`config.mk`:
```
export PLATFORM = sky130hd
export DESIGN_NAME = gpio_in_conditioner
export DESIGN_NICKNAME = d
export VERILOG_FILES = /design/src/rtl/gpio_in_conditioner.sv
export SDC_FILE = /design/constraint.sdc
export NUM_CORES = 1
export LEC_CHECK = 0
export ABC_CLOCK_PERIOD_IN_PS = 2900
export BUFFER_PORTS_ARGS = -buffer_cell sky130_fd_sc_hd__buf_2
export CAP_MARGIN = 0
export CORE_MARGIN = 8
export CORE_UTILIZATION = 40
export CTS_CLUSTER_DIAMETER = 80
export DETAILED_ROUTE_END_ITERATION = 10
export GPL_ROUTABILITY_DRIVEN = 0
export GPL_TIMING_DRIVEN = 1
export PLACE_DENSITY = 0.56
export SETUP_SLACK_MARGIN = 0.4
export SYNTH_ARGS = -nofsm -noshare
export SYNTH_HDL_FRONTEND = slang
export SYNTH_SLANG_ARGS = --single-unit
```
`constraint.sdc`:
```
create_clock -name clk -period 2.9 [get_ports clk]
set_input_delay 0.29 -clock clk [delete_from_list [all_inputs] [get_ports clk]]
set_output_delay 0.29 -clock clk [all_outputs]
set_load 0.03 [all_outputs]
```
`src/rtl/gpio_in_conditioner.sv`:
```
// Pad input conditioner: per-bit synchronizer, saturating debounce, edge pulses.
// Define GPIO_EVENT_LATCH_EN to build the sticky event flags and the irq output.
module gpio_in_conditioner #(
    parameter int NB_BITS     = 32,
    parameter int SYNC_STAGES = 2,
    parameter int DEB_WIDTH   = 8
) (
    input  logic                 clk,
    input  logic                 rst,
    input  logic [NB_BITS-1:0]   pad_gpio_i,
    input  logic [DEB_WIDTH-1:0] deb_len_i,
    input  logic                 bypass_i,
    input  logic [NB_BITS-1:0]   evt_clr_i,
    output logic [NB_BITS-1:0]   gpio_o,
    output logic [NB_BITS-1:0]   rise_o,
    output logic [NB_BITS-1:0]   fall_o,
    output logic [NB_BITS-1:0]   evt_o,
    output logic                 irq_o
);

    localparam logic [DEB_WIDTH-1:0] CNT_ONE = DEB_WIDTH'(1);

    logic [SYNC_STAGES-1:0][NB_BITS-1:0] sync_q;
    logic [NB_BITS-1:0]                  sync;
    logic [NB_BITS-1:0][DEB_WIDTH-1:0]   cnt_q;
    logic [NB_BITS-1:0][DEB_WIDTH-1:0]   cnt_d;
    logic [NB_BITS-1:0]                  gpio_q;
    logic [NB_BITS-1:0]                  gpio_d;
    logic [NB_BITS-1:0]                  rise_q;
    logic [NB_BITS-1:0]                  fall_q;

    assign sync = sync_q[SYNC_STAGES-1];

    always_ff @(posedge clk) begin
        if (rst) begin
            sync_q <= '0;
        end else begin
            sync_q <= {sync_q[SYNC_STAGES-2:0], pad_gpio_i};
        end
    end

    // The >= test lets a count already past a freshly lowered threshold accept at once.
    always_comb begin
        gpio_d = gpio_q;
        cnt_d  = cnt_q;
        for (int i = 0; i < NB_BITS; i++) begin
            if (bypass_i) begin
                gpio_d[i] = sync[i];
                cnt_d[i]  = '0;
            end else if (sync[i] == gpio_q[i]) begin
                cnt_d[i] = '0;
            end else if (cnt_q[i] >= deb_len_i) begin
                gpio_d[i] = sync[i];
                cnt_d[i]  = '0;
            end else begin
                cnt_d[i] = cnt_q[i] + CNT_ONE;
            end
        end
    end

    always_ff @(posedge clk) begin
        if (rst) begin
            cnt_q  <= '0;
            gpio_q <= '0;
            rise_q <= '0;
            fall_q <= '0;
        end else begin
            cnt_q  <= cnt_d;
            gpio_q <= gpio_d;
            rise_q <= gpio_d & ~gpio_q;
            fall_q <= ~gpio_d & gpio_q;
        end
    end

    assign gpio_o = gpio_q;
    assign rise_o = rise_q;
    assign fall_o = fall_q;

`ifdef GPIO_EVENT_LATCH_EN
    logic [NB_BITS-1:0] evt_q;

    // Flags set on the edge that raises a pulse; OR-ing last makes set beat clear.
    always_ff @(posedge clk) begin
        if (rst) begin
            evt_q <= '0;
        end else begin
            evt_q <= (evt_q & ~evt_clr_i) | (gpio_d ^ gpio_q);
        end
    end

    assign evt_o = evt_q;
    assign irq_o = |evt_q;
`else
    logic unused_evt_clr;

    assign unused_evt_clr = ^evt_clr_i;
    assign evt_o          = '0;
    assign irq_o          = 1'b0;
`endif

endmodule

```
==> flow_summary.toml, run 1 <==
[run_status]
outcome = "finished clean"

[clock_network]
clk_pin_slew_ns = 0.06
worstSkewPairLatency_ns = 0.58
cts_tree = "yes"
cts_buffer_depth = 3
clock_sinks = 416
htree_levels = 2
cts_buffers = 48
ctsResizeCount = 0
cts.root.buffer_cell = "clkbuf_16"

[synth]
synth.avg_cell_area_um2 = 9.46
yosysSeqAreaShare = 0.399
synth_cells = 2209
synth.cell_area_mm2 = 0.0209
synthArstFlopShare = 0
synthTopCellsByArea = "dfxtp_1 (40%), ha_1 (17%), xor2_1 (7.5%)"
synthFlopType = "dfxtp_1"
yosys.area.top_type = "dfxtp_1"
synth_cell_types = 34
synth_edf_count = 0
ys_warn_count = 0
synth_seq_cells = 416
netlist.area_leader.share = 0.399

[final_layout]
area_delta_synth_final_pct = 17.0
final_area_mm2 = 0.0244
fill_cells = 4917
final_common_cell = "dfxtp_1"
drive_gt1_frac = 0.118
seq_area_mm2 = 0.00833
final_cell_mix = "dfxtp_1 (416), nor2_1 (337), ha_1 (288)"
nets = 2786
antennaDiodeCount = 0
multi_input_area_mm2 = 0.0119

[drt]
wl_per_cell_um = 14.7
post_drt_via_cell_ratio = 4.99
vias = 15700
drtPass1Iterations = 5
drcViolationCount = 0
ant_nets = 0
first_iter_violations = 626
wl_mm = 46.0

[pwr]
p_per_area_mw_per_mm2 = 533
p_total_uw = 13000
vdd_drop_max_v = 0.000385
p_leak_uw = 0.0106

[critical_path]
worstSetupStartpointType = "flop"
rrSetupSlack_ns = 0.89
worstPathRequired_ns = 3.41
r2r-start = "cnt_q[170]"
worstRegToRegCells = 6
crit_arrival_ns = 2.51
end_kind = "flop"
cp_max_fo = 5
critPathKind = "flop to flop"
rr_endpoint = "gpio_o[21]"

[global_routing]
grt_max_degree = 59
grt_pass1_vias = 15600
antenna_found_initial = 1
grt_pass1_wl_mm = 76.5
gr-usage-all-layers = 0.152
overflow = 0

[floorplanning]
coreArea_mm2 = 0.0515
io_pins = 204
die_w_um = 245
start_util = 0.406
die_h_um = 245
rows = 83
dieArea_mm2 = 0.0598

[sta]
post-route-min-period_ns = 2.01
skew_ns = 0.0166
clock.fmax_mhz = 498
holdWs_ns = 0.0580
worst_pin_slew_ns = 0.694
drv_slew = 0
fin_crit_sh = 0.692
grt_setup_unrepaired = "false"
finalSetupViolCount = 0
relSlewSlack = 0.538
hold_violations = 0
setup_tns_ns = 0

[place]
portBuffers = 138
place_area_mm2 = 0.0225
dp_hpwl_mm = 32.7

[hold_path]
hp-start = "rst"
hold_path.class = "input pin to flop"
min_delay_path_depth = 2
hold_path_end = "sync[25]"

[flow_run]
maxCapViolations = 0
power by group:
group,total [uW],internal [uW],switching (uW)
registers,5850,5790,59.2
logic,842,316,526
clock network,6350,3970,2380
total,13000,10100,2960
area by class of cell:
type                       count  share of cell area
clock buffer                  69              0.0573
clock inverter                17              0.0112
sequential                   416               0.341
multi-input combinational   1669               0.486
tap                          680              0.0348
inverter                      84              0.0129
timing repair buffer         204              0.0567
timing repair:
action                                 in CTS  in global routing
setup buffers                               0                  0
endpoints found under the hold margin      32                  0
setup endpoints to repair                   0                  0
hold buffers                               32                  0
how the worst max path moves through the flow:
stage,start,to,slack (ns),depth (start not counted)
6_report,cnt_q[170],gpio_o[21],0.89,6
3_3_place_gp,deb_len_i[1],cnt_q[229],0.43,9
2_1_floorplan,deb_len_i[6],cnt_q[186],0.50,7
3_5_place_dp,deb_len_i[1],cnt_q[237],0.41,9
5_1_grt,cnt_q[56],rise_o[7],0.70,7
4_1_cts,cnt_q[56],rise_o[7],0.87,7
registers in the layout (all words and copies together), names as in the netlist:
name / flops
gpio_o: 32
sync: 32
sync_q: 32
rise_o: 32
cnt_q: 256
fall_o: 32
per-layer routing:
metal	GRT usage	routed length [um]	part of all wire
met3	0.0290	2060	0.045
met1	0.190	21400	0.46
met4	0.0528	1210	0.026
met2	0.258	21400	0.46
met5	0	10	0.00022
worst max-delay path, cell delays in order, from the launching register on:
cell and delay (ns):
dfxtp_1 0.41, ha_1 0.27, and3_1 0.18, o21ai_0 0.14, a31oi_1 0.13, nor3_1 0.57, mux2i_1 0.24
per-stage QoR:
| stage | worst slack [ns] | util | cells |
|---|---|---|---|
| floorplan | 0.503 | - | 2241 |
| global placement | 0.427 | 0.436 | 3021 |
| detailed placement | 0.407 | 0.436 | 3021 |
| CTS | 0.871 | 0.475 | 3139 |
| global route | 0.700 | 0.475 | 3139 |
| finish | 0.892 | 0.475 | 3139 |
Yosys cell counts, types with 3 or more instances:
library cell	number
a31oi_1	13
and3_1	74
and3_4	8
nand4_1	19
a21oi_1	19
nand2_1	54
o211ai_1	13
or3_1	13
nor4b_1	64
nor3_1	13
a221o_1	13
o21ai_0	70
ha_1	288
nor2_2	19
a211oi_1	57
nand3_1	166
or2_2	3
buf_2	6
dfxtp_1	416
mux2i_1	32
nor2_1	337
buf_4	36
buf_6	9
inv_1	84
nor2b_1	96
xnor2_1	45
a21o_1	11
nand2b_1	26
clkbuf_1	20
xor2_1	179
logic make-up after synthesis:
family,synth area share
xor+xnor,0.0939
simple gates,0.220
mux,0.0153
buf+inv,0.0381
other cells,0.000179
compound gates,0.0614
flops,0.399
fa+ha+maj,0.172
No activity file was read; power rests on OpenSTA's default activity.
==> run 2, diff against run 1 <==
ABC_CLOCK_PERIOD_IN_PS = 1700   (was 2900)
PLACE_DENSITY = 0.58   (was 0.56)
clock period = 1.7 ns   (was 2.9 ns; I/O delays follow)
==> run 2 against run 1 <==
Compared with the run above:
- critical endpoint is now cnt_q[207]
- cell area grew 27%
- the run now ends with negative setup slack left
- non-clock buffer count grew 272
- combinational power grew to 2.6 times the previous value
- count of clock-buffer cells in the layout shrank 4
- via count grew 9.6%
- clock power grew 69%
- largest power group unchanged
- maximum frequency grew 15%
- sequential share of layout area shrank 6.3 points
- wire length grew 22%
==> flow_summary.toml, run 2 (synthesis results as in run 1) <==
[clock_network]
cts_buffer_depth = 3
cts.root.buffer_cell = "clkbuf_16"
clk_pin_slew_ns = 0.06
worstSkewPairLatency_ns = 0.58
cts_buffers = 48
htree_levels = 2
clock_sinks = 416
cts_tree = "yes"

[final_layout]
largest_register_ffs = 256
multi_input_area_mm2 = 0.0159
drive_gt1_frac = 0.481
seq_area_mm2 = 0.00857
top_register = "cnt_q"
fill_cells = 4189
nets = 3058
final_common_cell = "buf_4"
final_area_mm2 = 0.0309
antennaDiodeCount = 0
final_cells = 3412
area_delta_synth_final_pct = 48.0
final_cell_mix = "buf_4 (262), dfxtp_1 (238), nor2_1 (195)"

[floorplanning]
io_pins = 204
die_h_um = 245
die_w_um = 245
coreArea_mm2 = 0.0515
rows = 83
dieArea_mm2 = 0.0598
start_util = 0.406

[sta]
hold_violations = 0
skew_ns = 0.0115
layout_setup_ws_ns = -0.0478
clock.fmax_mhz = 572
grt_setup_unrepaired = "true"
relSlewSlack = 0.640
holdWs_ns = 0.113
worst_pin_slew_ns = 0.540
finalSetupViolCount = 54
drv_slew = 0
post-route-min-period_ns = 1.75
fin_crit_sh = 1.03

[pwr]
p_leak_uw = 0.0123
p_total_uw = 22900
p_per_area_mw_per_mm2 = 740
vdd_drop_max_v = 0.000655

[global_routing]
grt_pass1_wl_mm = 88.2
antenna_found_initial = 1
grt_pass1_vias = 17700
grt_max_degree = 88
gr-usage-all-layers = 0.175
overflow = 0

[critical_path]
worstSetupStartpointType = "flop"
cp_max_fo = 8
worstPathRequired_ns = 2.20
end_kind = "flop"
crit_arrival_ns = 2.25
critPathKind = "flop to flop"

[drt]
first_iter_violations = 536
wl_per_cell_um = 16.5
top_layer = "met4"
vias = 17200
drcViolationCount = 0
met3_length_mm = 1.90
ant_nets = 0
wl_met2_mm = 28.2
drtPass1Iterations = 5
wl_met1_mm = 24.6
wl_mm = 56.2
post_drt_via_cell_ratio = 5.03

[place]
portBuffers = 138
dp_hpwl_mm = 35.3
place_area_mm2 = 0.0243
place_inst = 3255

[run_status]
failed_checks = "negative setup slack"
outcome = "finished, violations left"

[hold_path]
hold_path.class = "input pin to flop"

[flow_run]
maxCapViolations = 0
-- run 2: worst max-delay path: stages (launching register included) --
cell	delay (ns)
dfxtp_2	0.36
ha_4	0.20
and3_4	0.16
a221o_1	0.36
or3_4	0.48
nor2_1	0.11
-- run 2: timing repair --
item	CTS	global route
endpoints found under the setup margin	387	387
gates cloned	0	0
hold buffers	33	0
resized for setup	589	375
pin swaps	341	168
hold endpoints to repair	34	0
setup buffers	18	19
-- run 2: report_power, final --
group          switching [uW]  internal [uW]
sequential                104           9870
combinational            1270            953
clock                    4230           6460
-- run 2: path summary, 6_finish.rpt --
check,from,end,slack [ns],cells past startpoint
max,cnt_q[205],cnt_q[207],-0.05,5
min,rst,sync_q[21],0.11,3
max reg2reg,cnt_q[205],cnt_q[207],-0.05,5
min reg2reg,sync_q[2],sync[2],0.44,1
-- run 2: routing by layer --
metal	global-route usage	up-vias
met4	0.0659	0
met3	0.0311	110
met1	0.210	8219
met2	0.311	238
met5	0	-
li1	-	8591
-- run 2: cell type report --
cell class	instances	share of cell area
Clock buffer	65	0.0448
Clock inverter	22	0.00817
Inverter	84	0.0108
Multi-Input combinational cell	1669	0.515
Sequential cell	416	0.277
Tap cell	680	0.0275
Timing Repair Buffer	476	0.117
-- run 2: per-stage QoR --
stage	util	setup WS [ns]	setup TNS [ns]
2_1_floorplan	-	-0.448	-106.47
3_3_place_gp	0.472	-0.491	-120.32
3_5_place_dp	0.472	-0.540	-135.37
4_1_cts	0.565	-0.0252	-0.156
5_1_grt	0.600	-0.102	-6.10
6_report	0.600	-0.0478	-1.00
==> run 3, diff against run 2 <==
BUFFER_PORTS_ARGS = unset   (was -buffer_cell sky130_fd_sc_hd__buf_2)
DONT_BUFFER_PORTS = 1   (was unset)
PLACE_DENSITY = 0.54   (was 0.58)
==> run 3 against run 2 <==
Compared with the run above:
- largest cell class unchanged
- critical path type unchanged
- the flow finishes with violations (negative hold slack, negative setup slack)
- cell area rose by 2.4%
- combinational power fell by 4%
- wire length is 1.7% higher
- sequential cell count stayed put
- first-iteration DRC count down 4.7%
- setup slack worse by 0.026 ns
- sequential share of layout area is 0.56 points lower
- non-clock buffer count decreased by 42
- total power up 0.43%
- register-to-register slack lost 0.03 ns
- die area did not move
- largest power group unchanged
- core utilization increased by 1.4 points
==> flow_summary.toml, run 3 (synthesis results as in run 1) <==
[run_status]
outcome = "finished, violations left"
failed_checks = "negative hold slack, negative setup slack"

[critical_path]
max_stage_delay_ns = 0.46
cp_max_fo = 8
worstSetupStartpointType = "flop"
rrSetupSlack_ns = -0.07
crit_arrival_ns = 2.29
worstRegToRegCells = 5
worstPathRequired_ns = 2.22
cpMaxStageDelayCell = "or3_4"
end_kind = "flop"
path_cells = "ha_4, and3_4, a221o_1, or3_4, nor2_2"
cp_top_family = "simple AND/OR/NAND/NOR gates"
critPathKind = "flop to flop"
critical_path_depth = 5
crit_buf_inv = 0

[clock_network]
cts_tree = "yes"
clk_pin_slew_ns = 0.06
clock_sinks = 416
cts.root.buffer_cell = "clkbuf_16"
worstSkewPairLatency_ns = 0.58
htree_levels = 2
cts_buffers = 49
cts_buffer_depth = 3

[final_layout]
top_register = "cnt_q"
area_delta_synth_final_pct = 51.5
drive_gt1_frac = 0.472
final_area_mm2 = 0.0317
nets = 3017
largest_register_ffs = 256
final_cell_mix = "buf_4 (292), dfxtp_1 (224), dfxtp_2 (180)"
antennaDiodeCount = 0
final_common_cell = "buf_4"
final_cells = 3369

[flow_run]
maxCapViolations = 0

[sta]
setup_tns_ns = -1.76
skew_ns = 0.0132
holdWs_ns = -0.339
worst_pin_slew_ns = 0.522
drv_slew = 0
finalSetupViolCount = 50
hold_violations = 96
layout_setup_ws_ns = -0.0740
grt_setup_unrepaired = "true"
relSlewSlack = 0.652
post-route-min-period_ns = 1.77
clock.fmax_mhz = 564
fin_crit_sh = 1.04

[global_routing]
grt_pass1_vias = 18000
grt_pass1_wl_mm = 90.2
overflow = 0
gr-usage-all-layers = 0.181
antenna_found_initial = 1
grt_max_degree = 175

[pwr]
vdd_drop_max_v = 0.000753
p_total_uw = 23000
p_per_area_mw_per_mm2 = 726
p_leak_uw = 0.0122

[drt]
wl_per_cell_um = 17.0
wl_mm = 57.2
top_layer = "met4"
vias = 17100
wl_met1_mm = 24.1
met3_length_mm = 2.44
drcViolationCount = 0
wl_met2_mm = 29.2
ant_nets = 0
first_iter_violations = 511
drtPass1Iterations = 5
post_drt_via_cell_ratio = 5.09

[floorplanning]
dieArea_mm2 = 0.0598
io_pins = 204
die_h_um = 245
rows = 83
coreArea_mm2 = 0.0515
start_util = 0.406
die_w_um = 245

[hold_path]
hold_path.class = "input pin to flop"
min_delay_path_depth = 1

[place]
place_inst = 3144
portBuffers = 0
place_area_mm2 = 0.0238
post-place-ws_ns = -0.407
dp_hpwl_mm = 34.7
## run 3: changes by cell type in the layout (fill, tap and decap cells not counted), sizes merged
cell / previous run / this run
bufinv: 5 / 6
clkinvlp: 9 / 7
buf: 443 / 346
inv: 78 / 79
clkbuf: 65 / 64
dlygate4sd3: 33 / 88
## run 3: cell type report
cell class	count	area, um^2
inverters	84	334
well taps	680	851
flip-flops and latches	416	8600
fillers	4228	19800
multi-input cells	1669	16400
clock inverters	22	277
clock buffers	64	1380
repair buffers	434	3820
## run 3: metrics by stage
stage	util	hold slack [ns]
2_1_floorplan	-	0.298
3_5_place_dp	0.463	0.265
6_report	0.615	-0.339
5_1_grt	0.615	-0.366
4_1_cts	0.572	-0.361
3_3_place_gp	0.463	0.261
## run 3: layer usage
metal	global-route usage	up-vias
met5	0	-
met4	0.0647	0
li1	-	8498
met2	0.328	257
met3	0.0361	117
met1	0.209	8260
## run 3: worst paths after layout
path                    from         end
setup / recovery  cnt_q[213]  cnt_q[213]
hold / removal           rst  rise_o[24]
setup reg to reg  cnt_q[213]  cnt_q[213]
hold reg to reg   cnt_q[208]  cnt_q[208]
## run 3: power breakdown
part           internal (uW)  switching (uW)  total (uW)
logic                    997            1130        2130
registers               9860             145       10000
clock network           6610            4230       10800
total                  17500            5510       23000
## run 3: repair_timing
action | 4_1_cts | 5_1_grt
hold endpoints to repair | 160 | 103
hold buffers | 88 | 1
resized for setup | 616 | 444
pin swaps | 396 | 202
cloned | 0 | 0
buffers inserted | 22 | 28
setup endpoints to repair | 392 | 387
